### config.mk
export PLATFORM = sky130hd
export DESIGN_NAME = call_stack
export DESIGN_NICKNAME = d
export VERILOG_FILES = /design/src/rtl/call_stack.sv
export SDC_FILE = /design/constraint.sdc
export NUM_CORES = 1
export LEC_CHECK = 0
export CORE_MARGIN = 8
export CORE_UTILIZATION = 31
export CTS_BUF_LIST = sky130_fd_sc_hd__clkbuf_4
export DETAILED_ROUTE_END_ITERATION = 16
export SYNTH_ARGS = -nofsm -noshare
export SYNTH_HDL_FRONTEND = slang
export SYNTH_SLANG_ARGS = --single-unit
### constraint.sdc
create_clock -name clk -period 2.8 [get_ports clk]
set_clock_uncertainty 0.05 [all_clocks]
set_input_delay 0.28 -clock clk [delete_from_list [all_inputs] [get_ports clk]]
set_output_delay 0.28 -clock clk [all_outputs]
set_load 0.01 [all_outputs]
### src/rtl/call_stack.sv
// call_stack: return-address stack driving the PC load/nxt_adr pair.
// Optional CALL_STACK_WRAP_EN: a call while full overwrites the oldest entry.
module call_stack #(
    parameter int WIDTH = 8,
    parameter int DEPTH = 8
) (
    input  logic                     clk,
    input  logic                     reset,
    input  logic                     call,
    input  logic                     ret,
    input  logic                     jmp,
    input  logic                     clr_err,
    input  logic [WIDTH-1:0]         target,
    input  logic [WIDTH-1:0]         crnt_adr,
    output logic                     load,
    output logic [WIDTH-1:0]         nxt_adr,
    output logic [$clog2(DEPTH):0]   depth,
    output logic                     empty,
    output logic                     full,
    output logic                     overflow,
    output logic                     underflow
);

    localparam int AW = $clog2(DEPTH);
    localparam logic [AW:0] DEPTH_C = (AW+1)'(DEPTH);

    logic [WIDTH-1:0] mem_q [DEPTH];
    logic [AW-1:0]    sp_q, sp_d;
    logic [AW:0]      depth_q, depth_d;
    logic             ovf_q, ovf_d;
    logic             unf_q, unf_d;

    logic             full_w, empty_w;
    logic             push, pop, set_ovf, set_unf;
    logic [AW-1:0]    top_idx;
    logic [WIDTH-1:0] ret_adr;

    assign full_w  = (depth_q == DEPTH_C);
    assign empty_w = (depth_q == '0);
    assign top_idx = sp_q - AW'(1);
    assign ret_adr = crnt_adr + WIDTH'(1);

    // Decode requests in call > ret > jmp order into PC load and stack moves
    always_comb begin
        load    = 1'b0;
        nxt_adr = '0;
        push    = 1'b0;
        pop     = 1'b0;
        set_ovf = 1'b0;
        set_unf = 1'b0;
        if (reset) begin
            priority case (1'b1)
                call: begin
                    if (!full_w) begin
                        load    = 1'b1;
                        nxt_adr = target;
                        push    = 1'b1;
                    end else begin
`ifdef CALL_STACK_WRAP_EN
                        load    = 1'b1;
                        nxt_adr = target;
                        push    = 1'b1;
`else
                        set_ovf = 1'b1;
`endif
                    end
                end
                ret: begin
                    if (!empty_w) begin
                        load    = 1'b1;
                        nxt_adr = mem_q[top_idx];
                        pop     = 1'b1;
                    end else begin
                        set_unf = 1'b1;
                    end
                end
                jmp: begin
                    load    = 1'b1;
                    nxt_adr = target;
                end
                default: ;
            endcase
        end
    end

    // Next pointer, count and sticky flags; a new error beats clr_err
    always_comb begin
        sp_d    = sp_q;
        depth_d = depth_q;
        if (push) begin
            sp_d = sp_q + AW'(1);
            if (!full_w)
                depth_d = depth_q + (AW+1)'(1);
        end else if (pop) begin
            sp_d    = top_idx;
            depth_d = depth_q - (AW+1)'(1);
        end
        ovf_d = set_ovf | (ovf_q & ~clr_err);
        unf_d = set_unf | (unf_q & ~clr_err);
    end

    // Pointer, count and flag registers
    always_ff @(posedge clk or negedge reset) begin
        if (!reset) begin
            sp_q    <= '0;
            depth_q <= '0;
            ovf_q   <= 1'b0;
            unf_q   <= 1'b0;
        end else begin
            sp_q    <= sp_d;
            depth_q <= depth_d;
            ovf_q   <= ovf_d;
            unf_q   <= unf_d;
        end
    end

    // Stack storage, not reset; contents are hidden while empty
    always_ff @(posedge clk) begin
        if (push)
            mem_q[sp_q] <= ret_adr;
    end

    assign depth     = depth_q;
    assign empty     = empty_w;
    assign full      = full_w;
    assign overflow  = ovf_q;
    assign underflow = unf_q;

endmodule
==> results of run 1 <==
[cell families after synthesis]
| kind of cell | count (synthesis) | synth area share [%] |
|---|---|---|
| fa+ha+maj | 5 | 1.90 |
| flops | 73 | 65.2 |
| mux | 18 | 5.55 |
| compound gates | 40 | 9.58 |
| xor+xnor | 13 | 3.69 |
| buf+inv | 17 | 2.70 |
| simple gates | 76 | 11.4 |
[state kept, by name, indices dropped and copies added, names as in the netlist]
| register | count |
|---|---|
| mem_q | 64 |
| depth | 4 |
| sp_q | 3 |
| overflow | 1 |
| underflow | 1 |
[cells in the mapped netlist (all sizes together), types with 2 or more instances]
cell,n
nand2,39
o2bb2ai,2
a21boi,3
xnor2,9
dfrtp,9
xor2,4
nor2,9
nand3,10
buf,9
ha,5
nand2b,3
nor4,2
a21oi,4
inv,6
a31oi,9
nor2b,3
edfxtp,64
nor3,4
mux2,2
mux2i,16
a22oi,9
a32o,9
clkbuf,2
[cells in the final DEF (no fill, tap or decap), types with 4 or more instances in the layout]
cell and instances:
clkdlybuf4s50_1 30, mux2i_4 10, ha_1 4, a22oi_2 4, nand2_1 39, clkbuf_4 10
edfxtp_1 64, a32o_1 7, a21oi_1 4, buf_6 6, dfrtp_1 8, a31oi_1 9
buf_4 23, xnor2_1 9, nor2_1 8, a22oi_1 5, nor3_1 4, nand3_1 10
mux2i_2 4
[worst register-to-register path: cells and delay by family, from the launching register on]
| kind | cells | cell delay (ns) |
|---|---|---|
| DFF | 1 | 0.53 |
| and+or+nand+nor | 2 | 0.40 |
| AOI/OAI and AO/OA | 2 | 0.38 |
| buffers and inverters | 2 | 0.31 |
| adders and majority gates | 1 | 0.29 |
| xor gates and xnor gates | 1 | 0.16 |
[timing repair]
item	CTS	global route
setup buffers	11	1
gates cloned	2	0
pin swaps	7	12
setup endpoints to repair	8	8
gates resized for setup	54	25
[final timing paths]
check	to	slack, ns	depth (start not counted)
worst min-delay path	depth[3]	0.16	2
worst max register to register	depth[3]	0.61	8
min in group clk	overflow	0.43	3
worst max-delay path	nxt_adr[5]	0.15	9
worst min register to register	underflow	0.46	1
max in group asynchronous	sp_q[2]	2.37	2
[report_power, final]
part / internal [mW] / switching (mW)
clock network: 0.294 / 0.388
logic: 1.22 / 1.13
registers: 1.32 / 0.144
[layer usage]
layer | vias up | wire [um] | share of wire (%)
li1 | 1056 | - | -
met1 | 1054 | 3430 | 43
met2 | 65 | 3880 | 49
met3 | 11 | 504 | 6.4
met4 | 0 | 112 | 1.4
met5 | - | 0 | 0
[cell type report]
| cell class | instances | share of cell area, % |
|---|---|---|
| Sequential cell | 73 | 49.0 |
| Multi-Input combinational cell | 152 | 28.5 |
| Timing Repair Buffer | 68 | 14.7 |
| Tap cell | 136 | 3.88 |
| Clock buffer | 10 | 1.71 |
| Clock inverter | 6 | 1.71 |
| Inverter | 6 | 0.514 |
| Antenna cell | 1 | 0.0571 |
[stage by stage]
step / hold WS (ns) / setup slack [ns] / cells / util [%]
global route: 0.155 / 0.0123 / 452 / 42.5
finish: 0.160 / 0.146 / 452 / 42.5
detailed placement: 0.440 / 0.0797 / 424 / 38.1
floorplan: -0.0656 / 0.508 / 242 / -
CTS: 0.144 / -0.0957 / 453 / 42.1
global placement: 0.425 / 0.0925 / 424 / 38.1
==> results.md, run 1 <==
- CP Class: reg -> out
- Slew Limit Headroom: 53.7%
- Tightest Pin Transition: 0.689 ns
- Area Growth Syn to Fin: 33.2%
- Max clock buf depth: 2
- CTS Buf Count: 9
- Routed Antenna Nets: 0
- Final TNS setup: 0 ns
- CP Buf/Inv Count: 4
- Synth cell types: 40
- Total track usage: a little under an eighth
- DIE AREA: roughly 14000 um2
- Drt total wl: just under 8000 um
- Endpoints failing setup: 0
- Fillers: about 950
- Die Width: between 100 and 150 um
- PD cells: a little over 1000 nW/um2
- CTS tree: built
- Startpoint Class: register
- Seq/Total Area, Yosys: 65.2%
- FF+latch count, synth: 73
- Reg area: about 2100 um2
- First-pass GRT wire length: about 12000 um
- Final layout net count: roughly 340
- Boundary Pins: 39
- Max-cap violations: 0
- Number of global-route vias before repair: around 2200
- Area of the mapped netlist: around 3300 um2
- HP Class: in -> async
- Initial antenna violation count: 1
- Final min period: between 2 and 3 ns
- Grt met2 use: 18.2%
- CP Data Required Time: around 2.5 ns
- Peak VDD IR: between 0.0004 and 0.0005 V
- Starting density of the core: 31.9%
- Drt pass-1 iters: 4
- Worst Path Max Fanout: 5
- Area leader, netlist: edfxtp_1
- DRT iter0 DRCs: 160
- Largest net degree at the start of global routing: 17
- Crit path cell chain: inv_2, ha_4, xor2_4, buf_6, buf_8, mux2i_4, a22oi_2, a32o_1, buf_2
- Total number of vias: roughly 2200
- Hold_buf cts: 0
- Met3 Use GR: approximately 4.5%
- Synth Flop Type: edfxtp_1
- FMAX: 0.377 GHz
- Post-synthesis average cell area: about 14 um2
- Area share of the largest cell type after synthesis: ~60%
- Area of the multi-input gates: roughly 1200 um2
- Slowest-stage cell, CP: dfrtp_1
- Endpoints failing hold: 0
- Dominant cells by area after synthesis: edfxtp_1 58%, dfrtp_1 6.8%, mux2i_1 4.9%
- RR Startpoint: depth[1]
- Gr busiest metal: met2
- CP peak stage delay: about 0.4 ns
- Run status: finished, final reports clean
- Placer Congestion: 0.799
- Final HPWL DP: around 5100 um
- Routed vias/inst: between 4 and 5
- Maximum level of the CTS H-tree: 3
- CTS Sinks: 73
- Critical Path Source: sp_q[0]
- Tot Pwr: 4.50 mW
- Worst-Skew Late Latency: around 0.4 ns
- Fraction of registers with async set/reset: approximately an eighth
- Post-synth EDFFs: between 60 and 70
- Core Region: roughly 10000 um2
- Design Area, Final: 4380 um2
- Tcrit/Tclk final: 94.8%
- Chip height: around 120 um
- Root Driver: clkbuf_4
- Final Max Tran Viols: 0
- Yosys Warn Count: 0
- Syn Inst Count: about 240
- CP arrival: about 2.3 ns
- Net Count, Synth: 269
- IO Port Bufs: 38
- CP delay by family, top: buffers and inverters
- Fraction of layout cells with a size suffix above 1: 27.6%
- Met1 GRT Util: 14.1%
- WL/cell: ~18 um
- Static leakage: between 1.5 and 2 nW
- Row count: 37
- Critical Path Sink Type: output port
- Placed Area: between 3000 and 4000 um2
- Overflow after GRT: 0
- CTS clk-pin slew, worst paths: between 0.1 and 0.15 ns
- RSZ-0062 raised after global routing: no
- # DRC: 0
Note: power is estimated with default switching activity, not from simulation.
==> run 2: changes to the inputs <==
--- a/config.mk
+++ b/config.mk
@@ -5,10 +5,13 @@
 export SDC_FILE = /design/constraint.sdc
 export NUM_CORES = 1
 export LEC_CHECK = 0
+export CELL_PAD_IN_SITES_DETAIL_PLACEMENT = 0
+export CELL_PAD_IN_SITES_GLOBAL_PLACEMENT = 1
 export CORE_MARGIN = 8
 export CORE_UTILIZATION = 31
 export CTS_BUF_LIST = sky130_fd_sc_hd__clkbuf_4
 export DETAILED_ROUTE_END_ITERATION = 16
+export PLACE_DENSITY_LB_ADDON = 0.1
 export SYNTH_ARGS = -nofsm -noshare
 export SYNTH_HDL_FRONTEND = slang
 export SYNTH_SLANG_ARGS = --single-unit
==> results.md, run 2 (synthesized netlist as in run 1, its figures left out) <==
- Run status: finished, final reports clean
- Die Width: ~120 um
- Endpoints failing hold: 0
- Final HPWL DP: approximately 5500 um
- Final Max Tran Viols: 0
- Clk network pwr share: 16.9%
- RSZ-0062 raised after global routing: yes
- Tot Pwr: approximately 4.5 mW
- Final TNS setup: 0 ns
- Area Growth Syn to Fin: 32.4%
- Worst Path Max Fanout: 8
- Drt total wl: a little over 8000 um
- Placer Congestion: 0.758
- CTS tree: built
- CTS Buf Count: 9
- Max reg flops: 64
- DIE AREA: approximately 14000 um2
- Startpoint Class: register
- Comb pwr share: slightly above 50%
- Overflow after GRT: 0
- Fin Hold WS: 0.192 ns
- Worst reg2reg endpoint: depth[3]
- FMAX: around 0.37 GHz
- Endpoints failing setup: 0
- Reg area: between 2000 and 2500 um2
- Core Region: roughly 10000 um2
- Most frequent cells in the layout: 64 x edfxtp_1, 39 x nand2_1, 30 x clkdlybuf4s50_1
- CP Data Required Time: 2.47 ns
- Static leakage: between 1.5 and 2 nW
- Post-layout worst setup margin: roughly 0.099 ns
- Fraction of layout cells with a size suffix above 1: a little over a quarter
- Critical Path Source: sp_q[1]
- Tightest Pin Transition: 0.755 ns
- WL/cell: roughly 18 um
- Slew Limit Headroom: between 40% and 50%
- CP Class: reg -> out
- Area of the multi-input gates: ~1200 um2
- Net Sw Frac: between 30% and 40%
- Max clock buf depth: 2
- Dpl ws: between 0.08 and 0.09 ns
- Tcrit/Tclk final: 96.5%
- Worst-Skew Late Latency: ~0.41 ns
- Routed Antenna Nets: 0
- Max-cap violations: 0
- Critical Path Sink Type: output port
- CTS Sinks: 73
- Routed vias/inst: about 4.8
- Fillers: slightly below 1000
- Starting density of the core: between 30% and 40%
- Maximum level of the CTS H-tree: 3
- Peak VDD IR: 0.000491 V
- Dpl cells: 427
- # DRC: 0
- Largest net degree at the start of global routing: 17
- Number of global-route vias before repair: between 2000 and 2500
- Register-to-Register Path Depth: 8
- Total track usage: approximately an eighth
- Antenna cells: 0
- PD cells: between 1000 and 1500 nW/um2
- RR Startpoint: depth[1]
- DRT iter0 DRCs: 169
- Commonest non-fill, non-tap cell in the layout: edfxtp_1
- IO Port Bufs: 38
- Root Driver: clkbuf_4
- Internal power: around 2.9 mW
- R2r setup slk: around 0.58 ns
- Total number of vias: around 2200
- HP Class: in -> async
- CTS clk-pin slew, worst paths: about 0.13 ns
- Row count: 37
- NetSw: ~1.7 mW
- Drt pass-1 iters: 4
- Final min period: between 2 and 3 ns
- Biggest register: mem_q
- CP arrival: approximately 2.4 ns
- Initial antenna violation count: 0
- Seq pwr share: 32.2%
- Boundary Pins: 39
- Chip height: 119 um
- First-pass GRT wire length: approximately 13000 um
- Finished Layout Cells: 454
- Final layout net count: between 300 and 400
-- run 2: cell types whose count changed in the layout (fill, tap and decap cells not counted), moves of 2 or more --
cell and delta:
buf_6 -6, clkbuf_2 +6, buf_4 +5, mux2i_4 -5, mux2i_1 +4, buf_2 -3, a22oi_1 +2, a22oi_2 -2
buf_12 +2
-- run 2: worst max path at each step --
stage / end / cells after the start / slack, ns
after floorplan: mem_q[0][0] / 5 / 0.51
after global placement: nxt_adr[0] / 8 / 0.1
after detailed placement: nxt_adr[0] / 8 / 0.09
after CTS: nxt_adr[6] / 8 / 0.003
after global routing: nxt_adr[2] / 9 / -0.008
final: nxt_adr[4] / 9 / 0.1
-- run 2: routing by layer --
| metal | vias up | track usage, % | routed length, um |
|---|---|---|---|
| li1 | 1061 | - | - |
| met1 | 1051 | 17.5 | 4330 |
| met2 | 64 | 16.5 | 3470 |
| met3 | 6 | 2.27 | 323 |
| met4 | 0 | 4.98 | 86 |
| met5 | - | 0 | 0 |
-- run 2: power by group through the flow --
| stage | combinational (mW) | clock, mW | sequential (mW) |
|---|---|---|---|
| CTS | 2.14 | 0.793 | 1.46 |
| global route | 2.48 | 0.843 | 1.48 |
| finish | 2.31 | 0.770 | 1.46 |
| global placement | 1.69 | 0 | 1.47 |
| detailed placement | 1.69 | 0 | 1.47 |
| floorplan | 1.11 | 0 | 1.44 |
-- run 2: per-stage QoR --
stage,util [%],cell area (um2)
final,42.2,4360
after global routing,42.2,4360
after CTS,41.8,4310
after detailed placement,38.3,3950
after global placement,38.3,3950
after floorplan,-,3290
-- run 2: final cells by class --
class / count / area share, %
clock buffers: 9 / 1.55
clock inverters: 7 / 2.35
inverters: 6 / 0.517
multi-input cells: 152 / 27.0
flip-flops and latches: 73 / 49.3
well taps: 136 / 3.90
repair buffers: 71 / 15.4
-- run 2: what timing repair did --
| action | CTS | global route |
|---|---|---|
| pin swaps | 11 | 5 |
| setup endpoints to repair | 8 | 8 |
| hold buffers | 0 | 0 |
| buffers inserted | 5 | 4 |
| cloned | 2 | 0 |
| gates resized for setup | 33 | 18 |
-- run 2: critical path: stages (launching register included) --
cell and delay [ns]:
dfrtp_1 0.41, inv_2 0.09, ha_4 0.16, xor2_4 0.24
buf_12 0.20, buf_4 0.13, mux2i_2 0.22, a22oi_1 0.10
a32o_2 0.28, clkbuf_2 0.13
